===== src/rtl/clk_div_ctrl_if.sv =====
// Control/status bundle between config logic and clk_div_ctrl.
// master = register side, slave = divider controller.
interface clk_div_ctrl_if #(
    parameter int CNT_W = 8
);
    logic             en_i;
    logic             req_i;
    logic [CNT_W-1:0] div_i;
    logic             ack_o;
    logic             busy_o;
    logic             err_o;
    logic             tick_o;
    logic             clk_o;

    modport master (
        output en_i,
        output req_i,
        output div_i,
        input  ack_o,
        input  busy_o,
        input  err_o,
        input  tick_o,
        input  clk_o
    );

    modport slave (
        input  en_i,
        input  req_i,
        input  div_i,
        output ack_o,
        output busy_o,
        output err_o,
        output tick_o,
        output clk_o
    );
endinterface


===== src/rtl/clk_div_ctrl.sv =====
// Glitch-free programmable clock divider with run-time ratio changes.
// CLK_DIV_ODD_DUTY50_EN: falling-edge stretch gives 50% duty for odd N.
module clk_div_ctrl #(
    parameter int CNT_W   = 8,
    parameter int DIV_RST = 3
) (
    input  logic           clk_i,
    input  logic           rst_ni,
    clk_div_ctrl_if.slave  bus
);

    typedef enum logic [1:0] {
        STOP = 2'd0,
        RUN  = 2'd1,
        PEND = 2'd2
    } state_t;

    localparam logic [CNT_W-1:0] ONE   = CNT_W'(1);
    localparam logic [CNT_W-1:0] TWO   = CNT_W'(2);
    localparam logic [CNT_W-1:0] N_RST = CNT_W'(DIV_RST);

    state_t           state;
    logic [CNT_W-1:0] cnt;
    logic [CNT_W-1:0] n_act;
    logic [CNT_W-1:0] n_pend;
    logic             clk_q;
    logic             tick_q;
    logic             ack_q;
    logic             busy_q;
    logic             err_q;

    logic [CNT_W-1:0] cnt_inc;
    logic [CNT_W-1:0] hi_lim;
    logic             last;
    logic             hi_nxt;
    logic             req_ok;
    logic             req_bad;

    assign cnt_inc = cnt + ONE;
    assign last    = (cnt == n_act - ONE);
    assign hi_nxt  = (cnt_inc < hi_lim);

    // A request is refused for a ratio below 2 or while one is queued.
    assign req_ok  = bus.req_i && (bus.div_i >= TWO) && (state != PEND);
    assign req_bad = bus.req_i && !req_ok;

`ifdef CLK_DIV_ODD_DUTY50_EN
    assign hi_lim = n_act >> 1;
`else
    assign hi_lim = (n_act >> 1) + {{(CNT_W-1){1'b0}}, n_act[0]};
`endif

    always_ff @(posedge clk_i or negedge rst_ni) begin
        if (!rst_ni) begin
            state  <= STOP;
            cnt    <= '0;
            n_act  <= N_RST;
            n_pend <= N_RST;
            clk_q  <= 1'b0;
            tick_q <= 1'b0;
            ack_q  <= 1'b0;
            busy_q <= 1'b0;
            err_q  <= 1'b0;
        end else begin
            tick_q <= 1'b0;
            ack_q  <= 1'b0;
            err_q  <= req_bad;
            unique case (state)
                STOP: begin
                    if (req_ok) begin
                        n_act  <= bus.div_i;
                        n_pend <= bus.div_i;
                        ack_q  <= 1'b1;
                    end
                    if (bus.en_i) begin
                        state  <= RUN;
                        cnt    <= '0;
                        clk_q  <= 1'b1;
                        tick_q <= 1'b1;
                    end
                end
                RUN: begin
                    if (last) begin
                        cnt <= '0;
                        if (bus.en_i) begin
                            clk_q  <= 1'b1;
                            tick_q <= 1'b1;
                        end else begin
                            state <= STOP;
                            clk_q <= 1'b0;
                        end
                    end else begin
                        cnt   <= cnt_inc;
                        clk_q <= hi_nxt;
                    end
                    if (req_ok) begin
                        // Stopping at this boundary: nothing left to wait for.
                        if (last && !bus.en_i) begin
                            n_act  <= bus.div_i;
                            n_pend <= bus.div_i;
                            ack_q  <= 1'b1;
                        end else begin
                            n_pend <= bus.div_i;
                            busy_q <= 1'b1;
                            state  <= PEND;
                        end
                    end
                end
                PEND: begin
                    if (last) begin
                        cnt    <= '0;
                        n_act  <= n_pend;
                        ack_q  <= 1'b1;
                        busy_q <= 1'b0;
                        if (bus.en_i) begin
                            state  <= RUN;
                            clk_q  <= 1'b1;
                            tick_q <= 1'b1;
                        end else begin
                            state <= STOP;
                            clk_q <= 1'b0;
                        end
                    end else begin
                        cnt   <= cnt_inc;
                        clk_q <= hi_nxt;
                    end
                end
                default: begin
                    state <= STOP;
                    cnt   <= '0;
                    clk_q <= 1'b0;
                end
            endcase
        end
    end

`ifdef CLK_DIV_ODD_DUTY50_EN
    // Half-cycle stretch of the high phase for odd ratios only.
    logic clk_f;

    always_ff @(negedge clk_i or negedge rst_ni) begin
        if (!rst_ni) begin
            clk_f <= 1'b0;
        end else begin
            clk_f <= clk_q & n_act[0];
        end
    end

    assign bus.clk_o = clk_q | clk_f;
`else
    assign bus.clk_o = clk_q;
`endif

    assign bus.tick_o = tick_q;
    assign bus.ack_o  = ack_q;
    assign bus.busy_o = busy_q;
    assign bus.err_o  = err_q;

endmodule


===== src/flat_wrapper.sv =====
// flat-port wrapper written by rule: the top's interface ports become plain ports
module clk_div_ctrl_flat 
#(
    parameter int CNT_W   = 8,
    parameter int DIV_RST = 3
)
  (clk_i, rst_ni, bus_en_i, bus_req_i, bus_div_i, bus_ack_o, bus_busy_o, bus_err_o, bus_tick_o, bus_clk_o);
  clk_div_ctrl_if #(.CNT_W(CNT_W)) bus_i ();
  input  logic clk_i;
  input  logic rst_ni;
  input wire logic [$bits(bus_i.en_i)-1:0] bus_en_i;
  input wire logic [$bits(bus_i.req_i)-1:0] bus_req_i;
  input wire logic [$bits(bus_i.div_i)-1:0] bus_div_i;
  output wire logic [$bits(bus_i.ack_o)-1:0] bus_ack_o;
  output wire logic [$bits(bus_i.busy_o)-1:0] bus_busy_o;
  output wire logic [$bits(bus_i.err_o)-1:0] bus_err_o;
  output wire logic [$bits(bus_i.tick_o)-1:0] bus_tick_o;
  output wire logic [$bits(bus_i.clk_o)-1:0] bus_clk_o;
  assign bus_i.en_i = bus_en_i;
  assign bus_i.req_i = bus_req_i;
  assign bus_i.div_i = bus_div_i;
  assign bus_ack_o = bus_i.ack_o;
  assign bus_busy_o = bus_i.busy_o;
  assign bus_err_o = bus_i.err_o;
  assign bus_tick_o = bus_i.tick_o;
  assign bus_clk_o = bus_i.clk_o;
  clk_div_ctrl #(.CNT_W(CNT_W), .DIV_RST(DIV_RST)) u_core (.clk_i(clk_i), .rst_ni(rst_ni), .bus(bus_i));
endmodule

===== config.mk =====
export PLATFORM = sky130hd
export DESIGN_NAME = clk_div_ctrl_flat
export DESIGN_NICKNAME = d
export VERILOG_FILES = /design/src/rtl/clk_div_ctrl_if.sv /design/src/rtl/clk_div_ctrl.sv /design/src/flat_wrapper.sv
export SDC_FILE = /design/constraint.sdc
export NUM_CORES = 1
export LEC_CHECK = 0
export BUFFER_PORTS_ARGS = -buffer_cell sky130_fd_sc_hd__buf_2
export CAP_MARGIN = 30
export CELL_PAD_IN_SITES_DETAIL_PLACEMENT = 1
export CELL_PAD_IN_SITES_GLOBAL_PLACEMENT = 2
export CORE_ASPECT_RATIO = 1.2
export CORE_MARGIN = 8
export CORE_UTILIZATION = 39
export CTS_CLUSTER_SIZE = 12
export DETAILED_ROUTE_END_ITERATION = 10
export PLACE_DENSITY = 0.79
export REMOVE_ABC_BUFFERS = 1
export SKIP_CTS_REPAIR_TIMING = 1
export SYNTH_ARGS = -nofsm -noshare
export SYNTH_HDL_FRONTEND = slang
export SYNTH_SLANG_ARGS = --single-unit

===== constraint.sdc =====
create_clock -name clk_i -period 3.95 [get_ports clk_i]
set_clock_uncertainty 0.2 [all_clocks]
set_input_delay 0.395 -clock clk_i [delete_from_list [all_inputs] [get_ports clk_i]]
set_output_delay 0.395 -clock clk_i [all_outputs]
set_load 0.005 [all_outputs]

After elaboration in Yosys (flattened, before gate mapping):

Index checks and enable logic that the tools add are counted.
W data, S select, Z words.

* logic and storage cells: 70
* output and inout bits: 5
* flip-flop bits (word level): 31
* bits of input ports: 12

* add/sub/neg operators: 3
* multiplexer cells: 31
* reduce and logical (&&, ||, !) cells: 15
* magnitude comparators: 2
* eq/ne operators: 10

Operators by type and width (number)
* $mux W8: 6
* $pmux W8 S3: 1
* $pmux W8 S2: 1
* $mux W1: 12
* $mux W2: 6
* $add A7 B1 Y8: 1
* $add A8 B1 Y8 const B: 1
* $eq A8 B8 Y1: 1
* $ge A8 B2 Y1 const B: 1
* $lt A8 B8 Y1: 1
* $ne A2 B1 Y1 const B: 4
* $sub A8 B1 Y8 const B: 1
* $ne A2 B2 Y1 const B: 3
* $pmux W1 S2: 3
* $pmux W2 S3: 1
* $reduce_and A5 Y1: 1
* $logic_and A1 B1 Y1: 4
* $reduce_and A2 Y1: 2
* $reduce_and A4 Y1: 1
* $reduce_or A2 Y1: 2
* $pmux W1 S3: 1
* $reduce_bool A3 Y1: 1
* $eq A2 B1 Y1 const B: 1
* $eq A2 B2 Y1 const B: 1
* 3 further kinds: 4

Logic depth before layout (Yosys ltp):

Gate-level depths: netlist of the first run.

* word-level depth: 6
* depth in mapped cells: 10
* gate-level depth less buffers: 10

Worst setup path before layout of the first run:

OpenSTA, ideal clock, no wires.

* path type: register to register
* start: reg u_core.n_act[0]
* end: reg u_core.busy_q, in the netlist u_core.bus.busy_o
* required time: 3.629 ns
* library setup time: 0.121 ns
* path buffers: 2
* arrival: 2.430 ns
* setup slack: 1.199 ns
* cell stages (with the launch flop): 11
* period minus slack after synthesis: 2.751 ns
* cell sequence: dfstp_2 inv_1 ha_1 clkbuf_8 o21bai_1 a2111oi_2 a311oi_2 a2111oi_4 buf_4 a21oi_1 o22a_1

* longest elaborated chain between the ends: 5
* elaborated cells between the ends (all ways): 6
* those cells by class: 1 x add/sub; 3 x eq/ne; 2 x reduce/logical

Ends and longest elaborated chain
* start: declaration: RTL line clk_div_ctrl.sv:24 `logic [CNT_W-1:0] n_act;`
* start signal: assignment: RTL line clk_div_ctrl.sv:71 `n_act <= bus.div_i;`
* start signal: assignment: RTL line clk_div_ctrl.sv:99 `n_act <= bus.div_i;`
* start signal: assignment: RTL line clk_div_ctrl.sv:112 `n_act <= n_pend;`
* $sub A8 B1 Y8 (*): RTL line clk_div_ctrl.sv:40 `assign last = (cnt == n_act - ONE);`
* $eq A8 B8 Y1 (*): RTL line clk_div_ctrl.sv:40
* $logic_and A1 B1 Y1: RTL line clk_div_ctrl.sv:98 `if (last && !bus.en_i) begin`
* $ne A2 B2 Y1 (no source line)
* $reduce_and A4 Y1 (no source line) (*)
* end signal: assignment: RTL line clk_div_ctrl.sv:62 `busy_q <= 1'b0;`
* end signal: assignment: RTL line clk_div_ctrl.sv:104 `busy_q <= 1'b1;`
* end signal: assignment: RTL line clk_div_ctrl.sv:114 `busy_q <= 1'b0;`
* end: declaration: RTL line clk_div_ctrl.sv:29 `logic busy_q;`

Mark *: on every way between the ends. The rest lies on a longest branch, timed or not.
A chain may end at the register's enable or synchronous reset.

Final worst setup path of the first run:

* start: reg u_core.n_act[0]
* end: reg u_core.n_act[7]

* longest elaborated chain between the ends: 5
* elaborated cells between the ends (all ways): 6
* those cells by class: 1 x add/sub; 3 x eq/ne; 2 x reduce/logical

Ends and longest elaborated chain (RTL line)
* $sub A8 B1 Y8 (*): clk_div_ctrl.sv:40
* $eq A8 B8 Y1 (*): clk_div_ctrl.sv:40
* $logic_and A1 B1 Y1: clk_div_ctrl.sv:98
* $ne A2 B1 Y1 (no source line)
* $reduce_and A5 Y1 (no source line) (*)

Marks and branches as above.

==> results of run 1 <==
[placed cells by master, fill, tap and decap left out, drive strengths merged, types with 2 or more instances in the layout]
cell and count:
mux2i 5, a221oi 2, nand2 11, nor2b 2, ha 16, a2111oi 2
nand4 3, or2b 2, a21oi 13, or2 3, xor2 13, nor3 8
nor2 6, clkbuf 8, dfrtp 27, mux2 20, and2 4, a21boi 3
dfstp 4, nand3 9, and3 2, nand2b 2, o21ai 19, buf 17
inv 12, xnor2 8
[power by group through the flow]
| stage | Combinational (mW) | Clock [mW] | Sequential (mW) |
|---|---|---|---|
| finish | 0.962 | 0.275 | 0.630 |
| global route | 1.08 | 0.298 | 0.661 |
| CTS | 0.982 | 0.286 | 0.633 |
| detailed placement | 0.973 | 0 | 0.639 |
| global placement | 0.956 | 0 | 0.631 |
| floorplan | 0.756 | 0 | 0.588 |
[cell type report]
| cell class | count | area, um2 |
|---|---|---|
| inverters | 12 | 45.0 |
| fillers | 658 | 3200 |
| flip-flops and latches | 31 | 781 |
| clock buffers | 8 | 100 |
| multi-input cells | 171 | 1360 |
| well taps | 80 | 100 |
| repair buffers | 17 | 87.6 |
[kinds of logic (layout without fill, tap and decap cells)]
family | count (synthesis) | in the layout | synth area share (%)
buffers and inverters | 26 | 37 | 6.40
and+or+nand+nor | 57 | 57 | 14.2
DFF | 31 | 31 | 34.2
xor gates and xnor gates | 21 | 21 | 8.05
AOI/OAI and AO/OA | 52 | 52 | 16.2
adders and majority gates | 16 | 16 | 8.76
muxes | 25 | 25 | 12.2
[metal layers]
layer | track usage (%) | share of wire (%)
met4 | 4.05 | 1.3
met1 | 16.1 | 46
met5 | 0 | 0
met2 | 22.9 | 51
met3 | 2.37 | 1.6
[critical path, cell delays in order, from the launching register on]
cell	delay (ns)
dfstp_2	0.60
inv_1	0.08
ha_1	0.31
o21bai_1	0.21
a2111oi_2	0.38
a311oi_2	0.09
a2111oi_4	0.67
o21ai_4	0.22
mux2_4	0.33
[path summary, 6_finish.rpt]
kind                             startpoint          endpoint  slack [ns]  cells after the start
min                                  rst_ni     u_core.cnt[4]       -0.03                      1
max reg2reg                 u_core.n_act[0]   u_core.n_act[7]        0.76                      8
min in group clk_i             bus_div_i[0]  u_core.n_pend[0]        0.15                      2
max in group asynchronous            rst_ni  u_core.n_pend[6]        3.10                      1
min reg2reg                u_core.n_pend[7]  u_core.n_pend[7]        0.29                      1
max                         u_core.n_act[0]   u_core.n_act[7]        0.76                      8
[sequential cells by signal (all words and copies together) (netlist names)]
name	count
u_core.bus.ack_o	1
u_core.bus.busy_o	1
u_core.bus.clk_o	1
u_core.bus.err_o	1
u_core.bus.tick_o	1
u_core.cnt	8
u_core.n_act	8
u_core.n_pend	8
u_core.state	2
==> run metrics, run 1 <==
status complete, but fails checks; failing checks negative hold slack; CTS Buf Count 5; HPWL after detailed placement 3.96 mm; Final #Nets 266; CP max FO 11; DRT iter0 DRCs 55; GRT overflow 0; first-pass GRT wire length 9.20 mm; synth unique cells 53; share of layout cells above drive strength 1 25.1%; Setup TNS 0 ns; row count 30; Hold Fails Final Rpt 27; MaxCap Viol Count 0; Fmax achieved 0.313 GHz; Syn Inst Count 228; max-slew violation count 0; Post-synth EDFFs 0; most instantiated library cell after synthesis dfrtp_1; Final min period 3.19 ns; Placed Area 2370 um2; top post-synthesis cells by count dfrtp_1, o21ai_0, mux2_2; initial antenna violation count 0; switching share of power 41.9%; Async S/R FF share, synth 100%; Synth area leader dfrtp_1; pwr/cell area 755 nW/um2; Avg Cell Area, Syn 10.0 um2; full die area 8580 um2; Setup violations, final 0; drt pass-1 iters 2; top cells by area, synth dfrtp_1, ha_1, mux2_2; Worst-path clk slew 0.07 ns; Worst Path Required 3.91 ns; Synth Register Bits 31; type of the tightest min-delay check in -> async; CTS H-tree depth 2; post-synthesis sequential area ratio 34.2%; pre-CTS setup slack 0.745 ns; Setup crit end kind flop; Setup CP Type reg -> reg; TritonCTS clock tree built; Syn. warnings 0; Critical Path Start Type flop; Die X 85.9 um; setup ws final 0.755 ns; I/O pin count 17; Seq pwr share 33.7%; worst-margin pin slew 0.730 ns; Die Y 99.9 um; post-synthesis instance area 2290 um2; Core Region 5670 um2; Yosys top cell area share 29.6%; GRT Total Usage 13.2%; CTS Sinks 31; initial core utilization 40.3%; RSZ-0062 raised after global routing no; Gate power share 51.5%; # placed instances 311; via count 1,695; DR vias/cell 5.31; final worst path period share 80.9%; Clk Latency, worst-skew pair 0.28 ns; Layout Utilization 43.6%; Longest Clk Path Bufs 2; prevailing post-synth register cell dfrtp_1; fin area 2470 um2; Non-Filler Instances 319; P_leak 1.07 nW; Hold WS -0.0254 ns; clock share of power 14.7%; Residual DRC 0; Internal 1.09 mW; Diodes inserted 0; Worst VDD drop 337 uV; Psw 0.781 mW; vias in the first global route 1,877; Port Buffers 16; DR WL/cell 16.2 um; Total Power Consumption 1.87 mW; Slew HR 51.3%; GP Congestion 0.817; largest net degree at the start of global routing 32; drt total wl 5.15 mm; ANT nets after route 0; area growth from synthesis to layout 8.16%; clock root buffer clkbuf_8; critical path arrival 3.15 ns
No activity file was read; power rests on OpenSTA's default activity.
==> inputs of run 2 (changes only) <==
- clock period: 3.95 -> 2.98 ns (I/O delays scaled with it)
==> run 2 against run 1 <==
The run now ends clean. Cell area grew 3.1%. Cell count up 2.5%. Worst hold slack better by 0.070 ns. Power rose by 37%. Die area did not move. Sequential share of layout area is 0.95 points lower. Critical path depth is 2 higher. Register-to-register slack got worse by 0.64 ns. Sequential power grew 30%.
==> run metrics, run 2 (synthesis gave the netlist of run 1 again) <==
Setup CP Type reg -> reg; GRT Total Usage 13.4%; Fmax achieved 0.349 GHz; Setup TNS 0 ns; met1 capacity usage during global routing 16.7%; fin area 2550 um2; vias in the first global route 1,797; Critical Path Start Type flop; met3 global-route usage 2.37%; drt pass-1 iters 4; crit-path max cell delay 0.53 ns; I/O pin count 17; largest registers u_core.cnt (8), u_core.n_act (8), u_core.n_pend (8); GRT overflow 0; type of the tightest min-delay check in -> reg; CP cell instances inv_1, ha_1, buf_4, o21ba_2, a221oi_2, a41oi_2, a2111oi_4, buf_4, o21ai_4, mux2_4; Port Buffers 16; status finished clean; Longest Clk Path Bufs 2; area growth from synthesis to layout 11.5%; drt total wl 5.41 mm; Worst Path Required 2.95 ns; CTS Sinks 31; Setup violations, final 0; max-slew violation count 0; clock root buffer clkbuf_8; CP max FO 8; multi-input logic area 1370 um2; Top cell by count, worst path buf_4; Core Region 5670 um2; Diodes inserted 0; Worst-path clk slew 0.07 ns; Slew HR 50.4%; Hold Fails Final Rpt 0; first-pass GRT wire length 9.05 mm; DR vias/cell 5.27; RSZ-0062 raised after global routing no; ANT nets after route 0; GP Congestion 0.807; pwr/cell area 1000 nW/um2; Die X 85.9 um; row count 30; commonest cells after routing, fill and taps aside dfrtp_1, o21ai_0, mux2_2; CTS Buf Count 5; DRT iter0 DRCs 54; Final min period 2.86 ns; Worst VDD drop 463 uV; P_leak 1.11 nW; DR WL/cell 16.5 um; via count 1,723; Clk Latency, worst-skew pair 0.28 ns; largest net degree at the start of global routing 32; Setup crit end kind flop; Die Y 99.9 um; HPWL after detailed placement 4.08 mm; leading cell type in the layout, fill and taps excluded dfrtp_1; GR peak layer met2; initial antenna violation count 0; MaxCap Viol Count 0; TritonCTS clock tree built; CTS H-tree depth 2; Final #Nets 274; full die area 8580 um2; Reg area 781 um2; Residual DRC 0; critical path arrival 2.83 ns; initial core utilization 40.3%; final worst path period share 96.1%; Placed Area 2400 um2; FILL cells 664; M2 GR Usage 21.8%; share of layout cells above drive strength 1 27.9%; worst-margin pin slew 0.744 ns; Critical-path top delay cell dfstp_2
## run 2: power by group
group / switching (mW) / total, mW / internal [mW]
Clock: 0.164 / 0.375 / 0.211
Combinational: 0.706 / 1.36 / 0.657
Sequential: 0.210 / 0.819 / 0.609
Total: 1.08 / 2.56 / 1.48
## run 2: area by class of cell
type                       count  area share, %
clock buffer                   8           3.93
sequential                    31           30.6
multi-input combinational    171           53.9
tap                           80           3.93
timing repair buffer          25           5.89
inverter                      12           1.77
## run 2: worst max-delay path, delay by kind of cell (launching register included)
family | cells | cell delay, ns
adders and majority gates | 1 | 0.20
DFF | 1 | 0.53
muxes | 1 | 0.32
AOI/OAI and AO/OA | 5 | 1.11
buffers and inverters | 3 | 0.41
## run 2: path summary, 6_finish.rpt
kind,slack (ns),cells past startpoint,from,end
worst max-delay path,0.12,10,u_core.n_act[0],u_core.n_act[7]
worst min-delay path,0.04,2,bus_div_i[0],u_core.n_pend[0]
worst max register to register,0.12,10,u_core.n_act[0],u_core.n_act[7]
worst min register to register,0.30,1,u_core.n_pend[7],u_core.n_pend[7]
max in group asynchronous,1.69,2,rst_ni,u_core.n_act[4]
min in group asynchronous,0.41,2,rst_ni,u_core.cnt[4]
## run 2: routing by layer
layer  vias up  part of all wire (%)
met5         -                     0
met4         0                   2.0
met3         7                   1.8
met2        23                    50
met1       850                    46
li1        843                     -
## run 2: metrics by stage
| step | utilization (%) | hold slack (ns) | std cells | worst slack, ns | power [mW] |
|---|---|---|---|---|---|
| after detailed placement | 42.4 | 0.208 | 315 | 0.147 | 2.16 |
| after global placement | 42.4 | 0.195 | 315 | 0.222 | 2.12 |
| after floorplan | - | -0.198 | 214 | 0.0428 | 1.78 |
| after global routing | 45.0 | 0.0471 | 327 | 0.00586 | 2.78 |
| final | 45.0 | 0.0441 | 327 | 0.117 | 2.56 |
| after CTS | 44.2 | -0.0989 | 323 | 0.138 | 2.55 |
==> inputs of run 3 (changes only) <==
- CORE_UTILIZATION: 39 -> 42
- PLACE_DENSITY: 0.79 -> not set
- PLACE_DENSITY_LB_ADDON: not set -> 0.3
- clock period: 2.98 -> 3.47 ns (I/O delays scaled with it)
==> run 3 against run 2 <==
Routed wire length decreased by 4.5%. Largest cell class unchanged. Non-clock buffer count decreased by 5. Power decreased by 18%. Maximum frequency decreased by 2.1%. Clock power decreased by 23%. Setup slack improved by 0.43 ns. Sequential power decreased by 13%. Global-route usage increased by 0.40 points. Worst hold slack improved by 0.048 ns. Cell count decreased by 7.0%. Critical endpoint is now u_core.state[0]. First-iteration DRC count increased by 19%.
==> run metrics, run 3 (synthesis gave the netlist of run 1 again) <==
status finished clean; CTS Sinks 31; Core Region 5260 um2; ANT nets after route 0; Longest Clk Path Bufs 2; Critical-path top delay cell dfstp_2; largest net degree at the start of global routing 32; Slew HR 50.4%; worst-margin pin slew 0.743 ns; vias in the first global route 1,880; TritonCTS clock tree built; crit-path max cell delay 0.59 ns; Critical Path Start Type flop; GRT Total Usage 13.8%; I/O pin count 17; WP buf/inv 2; commonest cells after routing, fill and taps aside dfrtp_1, o21ai_0, mux2_2; pwr/cell area 854 nW/um2; first-pass GRT wire length 9.31 mm; DR vias/cell 5.50; FILL cells 593; pre-CTS setup slack 0.557 ns; area growth from synthesis to layout 7.77%; Residual DRC 0; Total Power Consumption 2.10 mW; full die area 8070 um2; Clk Latency, worst-skew pair 0.29 ns; Worst VDD drop 451 uV; Hold Fails Final Rpt 0; GRT overflow 0; final worst path period share 84.3%; drt total wl 5.17 mm; DRT iter0 DRCs 64; RSZ-0062 raised after global routing no; delay-heaviest family, CP compound AO/OA/AOI/OAI gates; Fmax achieved 0.342 GHz; Die X 83.3 um; max-slew violation count 0; Worst Path Required 3.43 ns; Diodes inserted 0; Port Buffers 16; Final #Nets 269; critical path arrival 2.89 ns; MaxCap Viol Count 0; DR WL/cell 17.0 um; Setup violations, final 0; setup ws final 0.546 ns; initial antenna violation count 0; row count 29; Die Y 96.8 um; Final min period 2.92 ns; clock root buffer clkbuf_8; Worst-path clk slew 0.07 ns; CTS Buf Count 5; leading cell type in the layout, fill and taps excluded dfrtp_1; largest registers u_core.cnt (8), u_core.n_act (8), u_core.n_pend (8); type of the tightest min-delay check in -> reg; Setup TNS 0 ns; HPWL after detailed placement 3.92 mm; P_leak 1.07 nW; CP max FO 10; via count 1,673; Setup crit end kind flop; CP cell instances inv_1, ha_1, o21bai_1, a2111oi_2, a311oi_2, a2111oi_4, buf_4, a21boi_0, o21ai_0; share of layout cells above drive strength 1 26.0%; Hold WS 0.0917 ns; initial core utilization 43.4%; CTS H-tree depth 2; GP Congestion 0.754; drt pass-1 iters 4; Setup CP Type reg -> reg
## run 3: cell types whose count changed in the layout (fill, tap and decap cells not counted)
cell        delta
buf_4          -5
clkbuf_8       -2
clkinvlp_4     +2
a221oi_1       +1
a221oi_2       -1
a41oi_1        +1
a41oi_2        -1
clkbuf_1       -1
clkinv_2       +1
## run 3: worst paths after layout
check                            startpoint          endpoint  slack, ns  depth (start not counted)
hold / removal                    bus_req_i  u_core.bus.err_o       0.09                          2
setup reg to reg            u_core.n_act[0]   u_core.state[0]       0.55                          9
setup / recovery            u_core.n_act[0]   u_core.state[0]       0.55                          9
hold reg to reg            u_core.n_pend[7]  u_core.n_pend[7]       0.31                          1
min in group asynchronous            rst_ni  u_core.bus.clk_o       0.44                          2
max in group asynchronous            rst_ni   u_core.n_act[2]       2.17                          2
## run 3: report_power, final
part | internal [mW] | leakage (nW) | switching, mW
logic | 0.534 | 0.648 | 0.566
registers | 0.524 | 0.382 | 0.190
clock network | 0.139 | 0.0402 | 0.149
total | 1.20 | 1.07 | 0.906
## run 3: metrics by stage
step	utilization, %	instance area, um2	instances
2_1_floorplan	-	2180	214
3_3_place_gp	44.9	2360	295
3_5_place_dp	44.9	2360	295
4_1_cts	46.6	2450	303
5_1_grt	46.8	2460	304
6_report	46.8	2460	304
## run 3: worst reg2reg max path: cells and delay by family, from the launching register on
kind,cells,cell delay [ns]
compound gates,6,1.40
flops,1,0.59
buf+inv,2,0.32
fa+ha+maj,1,0.30
## run 3: area by class of cell
| class | instances | area [um2] | area share, % |
|---|---|---|---|
| Clock buffer | 5 | 68.8 | 2.79 |
| Clock inverter | 3 | 20.0 | 0.813 |
| Inverter | 12 | 45.0 | 1.83 |
| Multi-Input combinational cell | 171 | 1360 | 55.2 |
| Sequential cell | 31 | 781 | 31.7 |
| Tap cell | 62 | 77.6 | 3.15 |
| Timing Repair Buffer | 20 | 113 | 4.57 |
## run 3: per-layer routing
metal  up-vias  track usage [%]  wire length [um]
li1        837                -                 -
met4         0             5.28                79
met5         -                0                 0
met1       815             17.1              2410
met2        14             22.9              2580
met3         7             2.43               103
